$ cat config.mk
export PLATFORM = sky130hd
export DESIGN_NAME = fft_stage_scheduler
export DESIGN_NICKNAME = d
export VERILOG_FILES = /design/src/rtl/fft_stage_scheduler.sv
export SDC_FILE = /design/constraint.sdc
export NUM_CORES = 1
export LEC_CHECK = 0
export ABC_AREA = 1
export ABC_CLOCK_PERIOD_IN_PS = 8460
export BUFFER_PORTS_ARGS = -buffer_cell sky130_fd_sc_hd__buf_2
export CAP_MARGIN = 20
export CORE_ASPECT_RATIO = 0.9
export CORE_UTILIZATION = 25
export DETAILED_ROUTE_END_ITERATION = 16
export PLACE_DENSITY = 0.38
export SYNTH_ARGS = -nofsm -noshare
export SYNTH_HDL_FRONTEND = slang
export SYNTH_SLANG_ARGS = --single-unit
$ cat constraint.sdc
create_clock -name i_clk -period 8.46 [get_ports i_clk]
set_input_delay 1.692 -clock i_clk [delete_from_list [all_inputs] [get_ports i_clk]]
set_output_delay 1.692 -clock i_clk [all_outputs]
set_load 0.01 [all_outputs]
$ cat src/rtl/fft_stage_scheduler.sv
// Radix-2 FFT stage scheduler: walks stages and butterfly pairs, issues requests to a
// butterfly unit with a bounded number in flight, and enforces a barrier between stages.
module fft_stage_scheduler #(
   parameter int unsigned ADDR_WIDTH      = 12,
   parameter int unsigned MAX_LOG2N       = 12,
   parameter int unsigned MAX_OUTSTANDING = 4
) (
   input  logic                  i_clk,
   input  logic                  i_rstn,
   input  logic                  i_DATA_LOADED,
   input  logic [3:0]            i_LOG2N,
   input  logic                  i_BF_READY,
   input  logic                  i_BF_DONE,
   output logic                  o_BF_VALID,
   output logic [ADDR_WIDTH-1:0] o_ADDR_A,
   output logic [ADDR_WIDTH-1:0] o_ADDR_B,
   output logic [ADDR_WIDTH-2:0] o_TWIDDLE_IDX,
   output logic [3:0]            o_STAGE,
   output logic                  o_BUSY,
   output logic                  o_CALC_END,
   output logic                  o_ERR
);

   localparam int unsigned KW   = (MAX_LOG2N > 1) ? MAX_LOG2N - 1 : 1;
   localparam int unsigned OW   = $clog2(MAX_OUTSTANDING + 1);
   localparam logic [3:0]  MAXL = 4'(MAX_LOG2N);

   typedef enum logic [1:0] {
      S_IDLE,
      S_ISSUE,
      S_DRAIN,
      S_DONE
   } state_t;

   state_t          state_q, state_d;
   logic [3:0]      l_q, l_d;
   logic [3:0]      s_q, s_d;
   logic [KW-1:0]   k_q, k_d;
   logic [OW-1:0]   out_q, out_d;
   logic            err_q, err_d;

   logic            in_issue, in_drain;
   logic            bf_valid, accept, done_ok, start_ok;
   logic [KW-1:0]   k_last;
   logic [OW-1:0]   out_next;

   logic [ADDR_WIDTH-1:0] k_ext, half, pos, grp, addr_a, addr_b;
   logic [ADDR_WIDTH-2:0] tw;
   logic [3:0]            tw_sh;

   assign in_issue = (state_q == S_ISSUE);
   assign in_drain = (state_q == S_DRAIN);
   assign bf_valid = in_issue && (out_q < OW'(MAX_OUTSTANDING));
   assign accept   = bf_valid && i_BF_READY;
   assign done_ok  = i_BF_DONE && (out_q != '0);
   assign start_ok = (i_LOG2N != 4'd0) && (i_LOG2N <= MAXL);
   assign k_last   = KW'((32'd1 << (l_q - 4'd1)) - 32'd1);
   assign out_next = out_q + OW'(accept) - OW'(done_ok);

   // Pair address: insert a zero bit at position s of k to form A; B sets that bit.
   always_comb begin
      k_ext  = ADDR_WIDTH'(k_q);
      half   = ADDR_WIDTH'(1) << s_q;
      pos    = k_ext & (half - ADDR_WIDTH'(1));
      grp    = k_ext >> s_q;
      addr_a = (grp << (s_q + 4'd1)) | pos;
      addr_b = addr_a + half;
      tw_sh  = l_q - 4'd1 - s_q;
      tw     = pos[ADDR_WIDTH-2:0] << tw_sh;
   end

   always_comb begin
      state_d = state_q;
      l_d     = l_q;
      s_d     = s_q;
      k_d     = k_q;
      out_d   = out_next;
      err_d   = 1'b0;
      case (state_q)
         S_IDLE: begin
            if (i_DATA_LOADED) begin
               if (start_ok) begin
                  l_d     = i_LOG2N;
                  s_d     = '0;
                  k_d     = '0;
                  state_d = S_ISSUE;
               end else begin
                  err_d = 1'b1;
               end
            end
         end
         S_ISSUE: begin
            if (accept) begin
               if (k_q == k_last) state_d = S_DRAIN;
               else               k_d     = k_q + KW'(1);
            end
         end
         S_DRAIN: begin
            // Barrier: next stage only once every issued butterfly has written back.
            if (out_next == '0) begin
               if (s_q == l_q - 4'd1) begin
                  state_d = S_DONE;
               end else begin
                  s_d     = s_q + 4'd1;
                  k_d     = '0;
                  state_d = S_ISSUE;
               end
            end
         end
         S_DONE:  state_d = S_IDLE;
         default: state_d = S_IDLE;
      endcase
   end

   always_ff @(posedge i_clk or negedge i_rstn) begin
      if (!i_rstn) begin
         state_q <= S_IDLE;
         l_q     <= '0;
         s_q     <= '0;
         k_q     <= '0;
         out_q   <= '0;
         err_q   <= 1'b0;
      end else begin
         state_q <= state_d;
         l_q     <= l_d;
         s_q     <= s_d;
         k_q     <= k_d;
         out_q   <= out_d;
         err_q   <= err_d;
      end
   end

   assign o_BF_VALID    = bf_valid;
   assign o_ADDR_A      = in_issue ? addr_a : '0;
   assign o_ADDR_B      = in_issue ? addr_b : '0;
   assign o_TWIDDLE_IDX = in_issue ? tw : '0;
   assign o_STAGE       = (in_issue || in_drain) ? s_q : '0;
   assign o_BUSY        = in_issue || in_drain;
   assign o_CALC_END    = (state_q == S_DONE);
   assign o_ERR         = err_q;

endmodule

* Word level (Yosys, flattened, before mapping)
Cells that the tools add are included. W data, S select, Z words.
Operators by class: reduce and logical (&&, ||, !) cells 15, $mul 0, $lt $le $gt $ge 2, equality and inequality tests 12, div/mod/pow operators 0, muxes and demuxes 26, bitwise operators 2, shift-type cells 5, $add $sub $neg 9
Operators by type and width (number):
- $mux W11 | 7
- $pmux W11 S3 | 1
- $mux W12 | 2
- $mux W4 | 5
- $add A12 B12 Y12 | 1
- $and A11 B12 Y12 | 1
- $mux W2 | 6
- $or A12 B12 Y12 | 1
- $shl A1 B4 Y12 const A | 1
- $shl A12 B4 Y12 | 1
- $shr A11 B4 Y12 | 1
- $sub A12 B1 Y12 const B | 1
- $add A11 B1 Y11 const B | 1
- $eq A11 B11 Y1 | 1
- $shl A1 B4 Y11 const A | 1
- $shl A11 B4 Y11 | 1
- $sub A11 B1 Y11 const B | 1
- $reduce_and A5 Y1 | 2
- $ne A2 B2 Y1 const B | 4
- $pmux W2 S4 | 1
- $pmux W4 S2 | 1
- $reduce_and A7 Y1 | 1
- $ne A2 B1 Y1 const B | 3
- $reduce_bool A3 Y1 | 2
- 18 further kinds | 24
Storage, ports and cells: logic and storage cells 77, bits in latches 0, memories kept 0, memory bits (read-only) 0, flip-flop bits (word level) 25, bits in writable memories 0

* Logic depth before layout (Yosys ltp)
depth after elaboration 8, mapped depth 27, gate-level depth less buffers 25

* Worst setup path after synthesis
Ideal clock, no wire load.
kind register to output, start point register s_q[0], end point output o_ADDR_B[11], setup slack 3.215 ns, arrival 3.553 ns, cell stages (with the launch flop) 26, path through dfrtp_1 -> clkbuf_1 -> inv_1 -> clkbuf_1 -> ha_1 -> nand2_1 -> nor2_1 -> inv_1 -> ha_1 -> nand3_1 -> inv_1 -> nand3_1 -> a21oi_1 -> a31oi_1 -> nand2_1 -> ha_1 -> nand2_1 -> nor3_1 -> nand3_1 -> o2111ai_1 -> nand2_1 -> inv_1 -> o21ai_0 -> nand2_1 -> a21oi_1 -> nor2_1
On the way: word-level cells in the longest chain between the ends 6, elaborated cells between the ends (all ways) 9
RTL lines:
- from (decl) | RTL line 37 | logic [3:0] s_q, s_d;
- from (signal assigned) | RTL line 119 | s_q <= '0;
- from (signal assigned) | RTL line 126 | s_q <= s_d;
- $shl A1 B4 Y12 | RTL line 63 | half = ADDR_WIDTH'(1) << s_q;
- $sub A12 B1 Y12 | RTL line 64 | pos = k_ext & (half - ADDR_WIDTH'(1));
- $and A11 B12 Y12 | RTL line 64
- $or A12 B12 Y12 | RTL line 66 | addr_a = (grp << (s_q + 4'd1)) | pos;
- $add A12 B12 Y12 (*) | RTL line 67 | addr_b = addr_a + half;
- $mux W12 (*) | RTL line 135 | assign o_ADDR_B = in_issue ? addr_b : '0;
- to (decl) | RTL line 16 | output logic [ADDR_WIDTH-1:0] o_ADDR_B,
Every way passes the cells marked *; elsewhere a longest branch is shown, timed or not.

* Worst setup path in the final report
start point register s_q[1], end point output o_ADDR_B[11]
The elaborated chain is that of the path after synthesis.

==> results.yml <==
setup_path:
  cp_slowest_cell: "dfrtp_1"
  required_ns: 6.77
  endpoint_kind: "primary output"
  critPathArrivalTime_ns: 4.75
  max_stage_delay_ns: 0.58
  path_max_fanout: 16
  critPathKind: "register to primary output"
  crit_family: "simple AND/OR/NAND/NOR gates"
  timing.critical_path.mode_cell: "nand2_1"
  cp_cell_sequence: "inv_1, ha_1, nand2_1, nor2_1, inv_1, ha_1, nand3_1, nor2_1, nor3_1, inv_1, nand2_1, ha_1, a21oi_1, o21ai_0, nand2_1, o2111ai_1, nand2_1, inv_1, o21ai_0, nand2_1, nand3_1, nand2_1, nor2_1, buf_2"
  cp.buffers_inverters: 5
  cp-start-kind: "register"
power_and_ir_drop:
  ir_drop_mv: 0.1859
  power.switching_mw: 1.469
  leakagePower_nw: 2.758
  internal_power_mw: 0.8401
  seqPwrFrac: 0.083
  swShare: 0.6362
  p_total_mw: 2.309
  p_clk_frac: 0.048
  power.density_nw_per_um2: 452.4
  p_comb_frac: 0.869
sta:
  finalCritPeriodShare: 0.7613
  period_minus_slack_ns: 6.441
  worstMarginPinSlew_ns: 0.8976
  tns_ns: 0
  rsz0062_at_grt: "no"
  max_freq_ghz: 0.1553
  worst_clock_skew_ns: 0.007492
  hold_violations: 0
  slew_viol_final: 0
  finalSetupViolations: 0
  slew_headroom: 0.3994
yosys:
  synth_enable_flop_cells: 0
  postSynthCellCount: 806
  synthFlopType: "dfrtp_1"
  syn_area_um2: 4593
  yosysTopAreaCell: "nand2_1"
  synth_nets: 852
  synth_fa_ha_area_frac: 0.1057
  synth_mux_area_frac: 0
  ys_types: 44
  syn_avg_cell_area_um2: 5.699
  synth_top_family_by_area: "simple AND/OR/NAND/NOR gates"
  yosysWarnings: 0
  ys_seq_elements: 25
  synthSimpleGateAreaFrac: 0.4397
  synth_top_area_share: 0.1871
  async_flop_share: 1.000
  synth_compound_area_frac: 0.1436
  synth_seq_area_share: 0.1362
  synth_xor_xnor_area_share: 0.04740
  synth_area_leaders: "nand2_1 19%, dfrtp_1 14%, nand3_1 11%"
finish:
  drive_above_1_share: 0.1054
  final_common_cell: "nand2_1"
  layout_common_cells: "229 x nand2_1, 108 x inv_1, 97 x nand3_1"
  fin_util: 0.2870
  fin_nets: 882
  area_growth_pct: 11.14
  diodes: 0
run:
  drv_cap: 0
global_route:
  grt_pass1_wl_um: 25900
  grt_pass1_vias: 4716
  grt_antenna_before_repair: 0
  grt_util_all_layers: 0.1772
  overflow: 0
  grt_max_degree: 37
floorplanning:
  fp.dieH_um: 130.6
  rows: 46
  die_area_um2: 18920
  start_util: 0.2583
  io_pins: 52
  die_w_um: 144.9
  fp.coreArea_um2: 17780
routing:
  finalWirelength_um: 16260
  num_vias: 5196
  drt-wirelength-per-cell_um: 15.13
  drcViolationCount: 0
  drt_iter0_drc: 383
  ant_nets: 0
  dr.pass1.iters: 5
  detail_route.vias_per_cell: 4.833
cts:
  cts_buffers: 3
  clock_latency_ns: 0.27
  cts_tree: "done"
  root_buffer: "clkbuf_16"
  holdBufCountCts: 0
  cts.htree.levels: 1
  cts.reportedPaths.clkPinSlew_ns: 0.07
  cts_buffer_depth: 2
  cts_setup_buffers: 0
  cts.sinks: 25
  cts_resized: 0
outcome:
  outcome: "finished clean"
placement:
  gp_congestion: 0.8336
  hpwl_um: 13360
  numPortBuffers: 51
hold_path:
  hold_class: "register to register"
-- layout make-up --
class | instances | area, µm²
fill | 2024 | 12680
multi-input combinational | 635 | 3382
sequential | 25 | 625.6
inverter | 117 | 439.2
tap | 240 | 300.3
timing repair buffer | 54 | 277.8
clock buffer | 3 | 75.07
clock inverter | 1 | 5.005
-- Yosys cell counts (2+ instances only) --
cell and n:
o211ai_1 10, nor2_1 68, clkinv_1 3, a21oi_1 39
clkbuf_1 12, nand4_1 18, nand3_2 2, nand2_2 5
buf_2 9, inv_1 108, o22ai_1 3, xor2_1 20
buf_6 3, inv_2 6, nand3b_1 2, a21boi_1 2
nor2_4 2, a31oi_1 5, or2_2 2, buf_1 4
nor3_1 15, o21ai_0 41, nor2_2 6, nand3_1 97
dfrtp_1 25, xnor2_1 3, nor4_1 2, nand2_1 229
o31ai_1 3, nand2_4 2, ha_1 34, fa_1 3
o2111ai_1 2, o21ai_1 11
-- worst register-to-register path, delay by kind of cell, from the launching register on --
kind | cells | cell delay, ns
fa+ha+maj | 4 | 1.52
simple gates | 10 | 1.51
buf+inv | 5 | 1.09
flops | 1 | 0.45
xor+xnor | 2 | 0.38
compound gates | 1 | 0.13
-- through the flow --
step	hold slack [ns]	cell area [µm²]	worst slack, ns	cells
2_1_floorplan	0.4845	4593	3.215	806
3_3_place_gp	0.5206	5025	2.491	1071
3_5_place_dp	0.5256	5025	2.369	1071
4_1_cts	0.5434	5105	2.059	1075
5_1_grt	0.5787	5105	1.537	1075
6_report	0.5391	5105	2.019	1075
-- per-layer routing --
layer | vias to the layer above | track usage | share of wire
li1 | 2692 | - | -
met1 | 2393 | 0.2761 | 0.55
met2 | 105 | 0.2656 | 0.41
met3 | 6 | 0.02259 | 0.036
met4 | 0 | 0.01300 | 0.0058
met5 | - | 0 | 0
-- power groups by stage --
| stage | combinational, mW | clock [mW] | sequential [mW] |
|---|---|---|---|
| floorplan | 1.49 | 0 | 0.180 |
| global placement | 2.01 | 0 | 0.193 |
| detailed placement | 2.00 | 0 | 0.194 |
| CTS | 2.01 | 0.116 | 0.192 |
| global route | 2.28 | 0.121 | 0.199 |
| finish | 2.01 | 0.112 | 0.192 |
-- registers in the layout (all words and copies together), names as in the netlist --
| signal | flops |
|---|---|
| o_ERR | 1 |
| s_q | 4 |
| out_q | 3 |
| l_q | 4 |
| state_q | 2 |
| k_q | 11 |
-- kinds of logic after synthesis --
logic type,after synthesis
AND/OR/NAND/NOR,455
AO/OA/AOI/OAI,119
XOR/XNOR,24
adder cells (fa/ha/maj),37
flip-flops,25
buffers and inverters,146
-- path summary, 6_finish.rpt --
| check | startpoint | endpoint | slack (ns) | cells past startpoint |
|---|---|---|---|---|
| worst max register to register | state_q[1] | k_q[5] | 3.26 | 22 |
| min in group asynchronous | i_rstn | k_q[6] | 1.44 | 1 |
| worst min-delay path | k_q[8] | k_q[8] | 0.54 | 2 |
| max in group asynchronous | i_rstn | k_q[2] | 6.61 | 1 |
| worst max-delay path | s_q[1] | o_ADDR_B[11] | 2.02 | 24 |
| worst min register to register | k_q[8] | k_q[8] | 0.54 | 2 |
(Power assumes the default switching activity.)
